$ cat src/rtl/booth_mult_seq.sv
// Sequential signed radix-2 Booth multiplier: one N+1 bit add/sub stage reused
// over N iterations, start/busy/done handshake, product held until the next completion.

module RCA #(
   parameter int W = 33
) (
   input  logic [W-1:0] A,
   input  logic [W-1:0] B,
   input  logic         sub,
   output logic [W-1:0] sum
);
   logic [W-1:0] b_x;
   logic         carry;

   assign b_x = B ^ {W{sub}};

   always_comb begin
      sum   = '0;
      carry = sub;
      for (int i = 0; i < W; i++) begin
         sum[i] = A[i] ^ b_x[i] ^ carry;
         carry  = (A[i] & b_x[i]) | (carry & (A[i] ^ b_x[i]));
      end
   end
endmodule

// State table:
//   IDLE | waiting for start, operands sampled on the accepting edge
//   ITER | one Booth step per cycle, busy high
//   DONE | product valid, done pulses for this single cycle
module booth_mult_seq #(
   parameter int N = 32
) (
   input  logic           clk,
   input  logic           rst_n,
   input  logic           start,
   input  logic [N-1:0]   multiplicand,
   input  logic [N-1:0]   multiplier,
   output logic           busy,
   output logic           done,
   output logic [2*N-1:0] product
);
   localparam int CW = $clog2(N + 1);

   typedef enum logic [1:0] {
      IDLE = 2'd0,
      ITER = 2'd1,
      DONE = 2'd2
   } state_t;

   state_t        state;
   logic [N:0]    a;
   logic [N:0]    m;
   logic [N-1:0]  q;
   logic          q_m1;
   logic [CW-1:0] count;

   logic          rca_sub;
   logic [N:0]    rca_sum;
   logic [N:0]    t;

   // Adder output is only taken on a 01/10 bit pair; otherwise A passes through.
   assign rca_sub = q[0] & ~q_m1;
   assign t       = (q[0] ^ q_m1) ? rca_sum : a;
   assign busy    = (state == ITER);

   RCA #(.W(N + 1)) u_rca (
      .A   (a),
      .B   (m),
      .sub (rca_sub),
      .sum (rca_sum)
   );

   always_ff @(posedge clk or negedge rst_n) begin
      if (!rst_n) begin
         state   <= IDLE;
         a       <= '0;
         m       <= '0;
         q       <= '0;
         q_m1    <= 1'b0;
         count   <= '0;
         done    <= 1'b0;
         product <= '0;
      end else begin
         done <= 1'b0;
         case (state)
            IDLE: begin
               if (start) begin
                  m     <= {multiplicand[N-1], multiplicand};
                  a     <= '0;
                  q     <= multiplier;
                  q_m1  <= 1'b0;
                  count <= CW'(N);
                  state <= ITER;
               end
            end
            ITER: begin
               a     <= {t[N], t[N:1]};
               q     <= {t[0], q[N-1:1]};
               q_m1  <= q[0];
               count <= count - CW'(1);
               if (count == CW'(1)) begin
                  // Post-shift {A[N-1:0], Q} written directly from T and Q.
                  product <= {t[N:0], q[N-1:1]};
                  done    <= 1'b1;
                  state   <= DONE;
               end
            end
            DONE: begin
               state <= IDLE;
            end
            default: begin
               state <= IDLE;
            end
         endcase
      end
   end
endmodule

$ cat config.mk
export PLATFORM = sky130hd
export DESIGN_NAME = booth_mult_seq
export DESIGN_NICKNAME = d
export VERILOG_FILES = /design/src/rtl/booth_mult_seq.sv
export SDC_FILE = /design/constraint.sdc
export NUM_CORES = 1
export LEC_CHECK = 0
export CAP_MARGIN = 40
export CORE_MARGIN = 2
export CORE_UTILIZATION = 49
export DETAILED_ROUTE_END_ITERATION = 6
export PLACE_DENSITY_LB_ADDON = 0.15
export RECOVER_POWER = 50
export SLEW_MARGIN = 20
export SYNTH_ARGS = -nofsm -noshare
export SYNTH_HDL_FRONTEND = slang
export SYNTH_HIERARCHICAL = 1
export SYNTH_SLANG_ARGS = --single-unit
$ cat constraint.sdc
create_clock -name clk -period 13.32 [get_ports clk]
set_input_delay 1.332 -clock clk [delete_from_list [all_inputs] [get_ports clk]]
set_output_delay 1.332 -clock clk [all_outputs]
set_load 0.005 [all_outputs]
==> run_results.csv <==
group,metric,value,unit
status,status,"finished with violations",
status,violations,"max-capacitance violations, max-slew violations",
finish,fillers,1316,
drt,via_count,5574,
clocking,holdBufCountCts,0,
global_route,grt_max_degree,69,
floorplanning,coreArea,16600,um2
global_route,track_usage,0.209,
placement,place_congestion,0.768,
sta,tightest_slew,3640,ps
pwr,ir_drop,0.000132,V
worst_setup_path,cpMaxStageDelayCell,"fa_1",
worst_setup_path,path_class,"register to register",
sta,finalCritPeriodShare,0.974,
logic_synthesis,syn_nets,856,
logic_synthesis,netlist_area,8380,um2
sta,rsz0062_at_grt,"false",
global_route,grt_pass1_vias,5901,
drt,drt_wl_total,17600,um
hold_path,hold_class,"register to register",
worst_setup_path,worst_path_most_repeated_cell,"fa_2",
finish,seq_area,4250,um2
logic_synthesis,ys_seq_area_frac,0.508,
global_route,grt-ovfl-total,0,
worst_setup_path,crit_start,"q[0]",
floorplanning,start_util,0.503,
pwr,power_density,272,nW/um2
floorplanning,die_h,135,um
worst_setup_path,cp.required,13630,ps
job,maxCapViolations,4,
clocking,clock_latency,420,ps
sta,skew,10.9,ps
finish,nets,977,
finish,final_util,0.627,
logic_synthesis,yosysTopAreaCell,"dfrtp_1",
logic_synthesis,synth_top_area_share,0.508,
drt,drt_iter0_markers,294,
finish,multiInputGateArea,3520,um2
sta,maxSlewViolCount,186,
sta,fin_setup_tns,0,ps
placement,portBuffers,132,
floorplanning,placementRows,47,
drt,ant_nets,0,
placement,dp_cells,1077,
global_route,grt_antenna_before_repair,0,
sta,maxSlewHeadroom,-1.43,
floorplanning,die_width,135,um
pwr,p_leak,0.00479,uW
logic_synthesis,ys.flop_type,"dfrtp_1",
logic_synthesis,synth_most_common_cell,"dfrtp_1",
clocking,cts-root-buf,"clkbuf_16",
sta,period_minus_slack,12970,ps
worst_setup_path,crit-reg2reg-capture,"product[63]",
drt,wl_per_cell,15.9,um
logic_synthesis,ys_seq_elements,170,
sta,holdWs,494,ps
finish,drive_gt1_frac,0.115,
sta,hold_violations,0,
logic_synthesis,synth-edff-count,0,
floorplanning,num_io_pins,133,
worst_setup_path,cp-endpoint,"product[63]",
logic_synthesis,async_flop_share,1.00,
placement,postPlaceCellArea,9900,um2
worst_setup_path,cp_max_fo,3,
logic_synthesis,syn_area_per_cell,11.1,um2
finish,area_growth,24.5,%
worst_setup_path,rrSetupSlack,350,ps
logic_synthesis,syn_inst,755,
logic_synthesis,yosys-top-cells-count,"dfrtp_1 (170), nand2_1 (156), inv_1 (95)",
drt,vias_per_cell,5.04,
worst_setup_path,r2r-start,"q[0]",
sta,max_freq,77.1,MHz
floorplanning,dieArea,18200,um2
drt,drc,0,
logic_synthesis,synth_cell_types,41,
worst_setup_path,setup.worst_path.end_class,"register",
placement,dp_hpwl,11800,um
clocking,cts_tree,"done",
clocking,h-tree-depth,4,
global_route,grt_pass1_wl,29900,um
finish,layoutNonFillerInstCount,1107,
clocking,numCtsBuffers,17,
clocking,clock_path_buffers,2,
worst_setup_path,cp_slowest_stage_delay,430,ps
worst_setup_path,start_kind,"register",
logic_synthesis,synthTopCellsByArea,"dfrtp_1 (51%), fa_1 (7.4%), nand2_1 (7.0%)",
clocking,clkSlewWorstSetupHoldPaths,60,ps
sta,setup_viol,0,
worst_setup_path,r2r_cells,40,
drt,firstDrtPassIters,4,
clocking,cts.sinks,170,
finish,n_antenna_cell,0,
logic_synthesis,yosysWarnings,6,
worst_setup_path,worstPathArrival,13280,ps
finish,final_cell_area,10400,um2
==> logic make-up (layout without fill, tap and decap cells) <==
kind of cell / count (synthesis) / count (layout) / share of synthesized area
buffers and inverters: 140 / 272 / 0.0786
XOR/XNOR: 35 / 35 / 0.0375
AO/OA/AOI/OAI: 105 / 105 / 0.0777
AND/OR/NAND/NOR: 173 / 173 / 0.0832
flip-flops: 170 / 170 / 0.508
adder cells (fa/ha/maj): 34 / 34 / 0.0786
multiplexers: 98 / 98 / 0.137
==> state kept, by name, summed over array words and instances, names as in the netlist <==
register / cells
state: 2
q_m1: 1
product: 64
q: 32
count: 6
m: 32
done: 1
a: 32
==> layout make-up <==
class | count | area share
sequential | 170 | 0.408
multi-input combinational | 445 | 0.338
timing repair buffer | 146 | 0.139
clock buffer | 20 | 0.0419
inverter | 96 | 0.0350
tap | 220 | 0.0264
clock inverter | 10 | 0.0122
==> power breakdown <==
| group | internal [uW] | switching [uW] |
|---|---|---|
| logic | 732 | 694 |
| clock network | 291 | 194 |
| registers | 763 | 167 |
| total | 1790 | 1060 |
==> worst min-delay path by stage <==
| stage | startpoint | cells past startpoint | to |
|---|---|---|---|
| global route | product[56] | 1 | product[56] |
| CTS | m[1] | 2 | m[1] |
| detailed placement | m[13] | 2 | m[13] |
| finish | m[15] | 2 | m[15] |
| global placement | product[60] | 1 | product[60] |
| floorplan | count[4] | 1 | count[4] |
==> critical path: cells and delay by family, from the launching register on <==
| kind | cells | cell delay, ps |
|---|---|---|
| adder cells (fa/ha/maj) | 32 | 11530 |
| flip-flops | 1 | 380 |
| multiplexers | 1 | 250 |
| buffers and inverters | 2 | 130 |
| AND/OR/NAND/NOR | 2 | 160 |
| XOR/XNOR | 3 | 410 |
==> routing by layer <==
metal / vias up / global-route usage / wire length [um]
met3: 16 / 0.0368 / 632
met5: - / 0 / 0
li1: 2667 / - / -
met1: 2766 / 0.285 / 8150
met2: 125 / 0.343 / 8600
met4: 0 / 0.0673 / 185
==> layout by cell type (no fill, tap or decap), types with 2 or more instances in the layout <==
master and n:
xnor2_2 2, ha_1 2, mux2i_1 53, fa_2 17, buf_4 7, inv_1 95, mux2_4 29, a22oi_1 30
a22o_1 8, mux2_1 4, clkbuf_16 17, a21oi_1 2, xor2_1 2, dfrtp_1 170, clkinv_2 6, o21ai_0 59
nand3b_1 2, clkbuf_1 8, fa_1 14, dlygate4sd3_1 6, nand3_1 2, nand2_1 156, clkdlybuf4s50_1 125, buf_12 2
nand2b_1 3, nor3_1 2, mux2_2 12, xnor2_1 31, bufinv_16 3
==> metrics by stage <==
step,setup WS (ps),total power (uW)
floorplan,1.83,1870
global placement,-68.2,2270
detailed placement,-319,2350
CTS,38.0,2860
global route,28.5,3110
finish,350,2840
==> timing repair <==
| item | CTS | global route |
|---|---|---|
| setup buffers | 0 | 0 |
| gates resized for setup | 9 | 7 |
| setup endpoints to repair | 6 | 5 |
(Power assumes the default switching activity.)
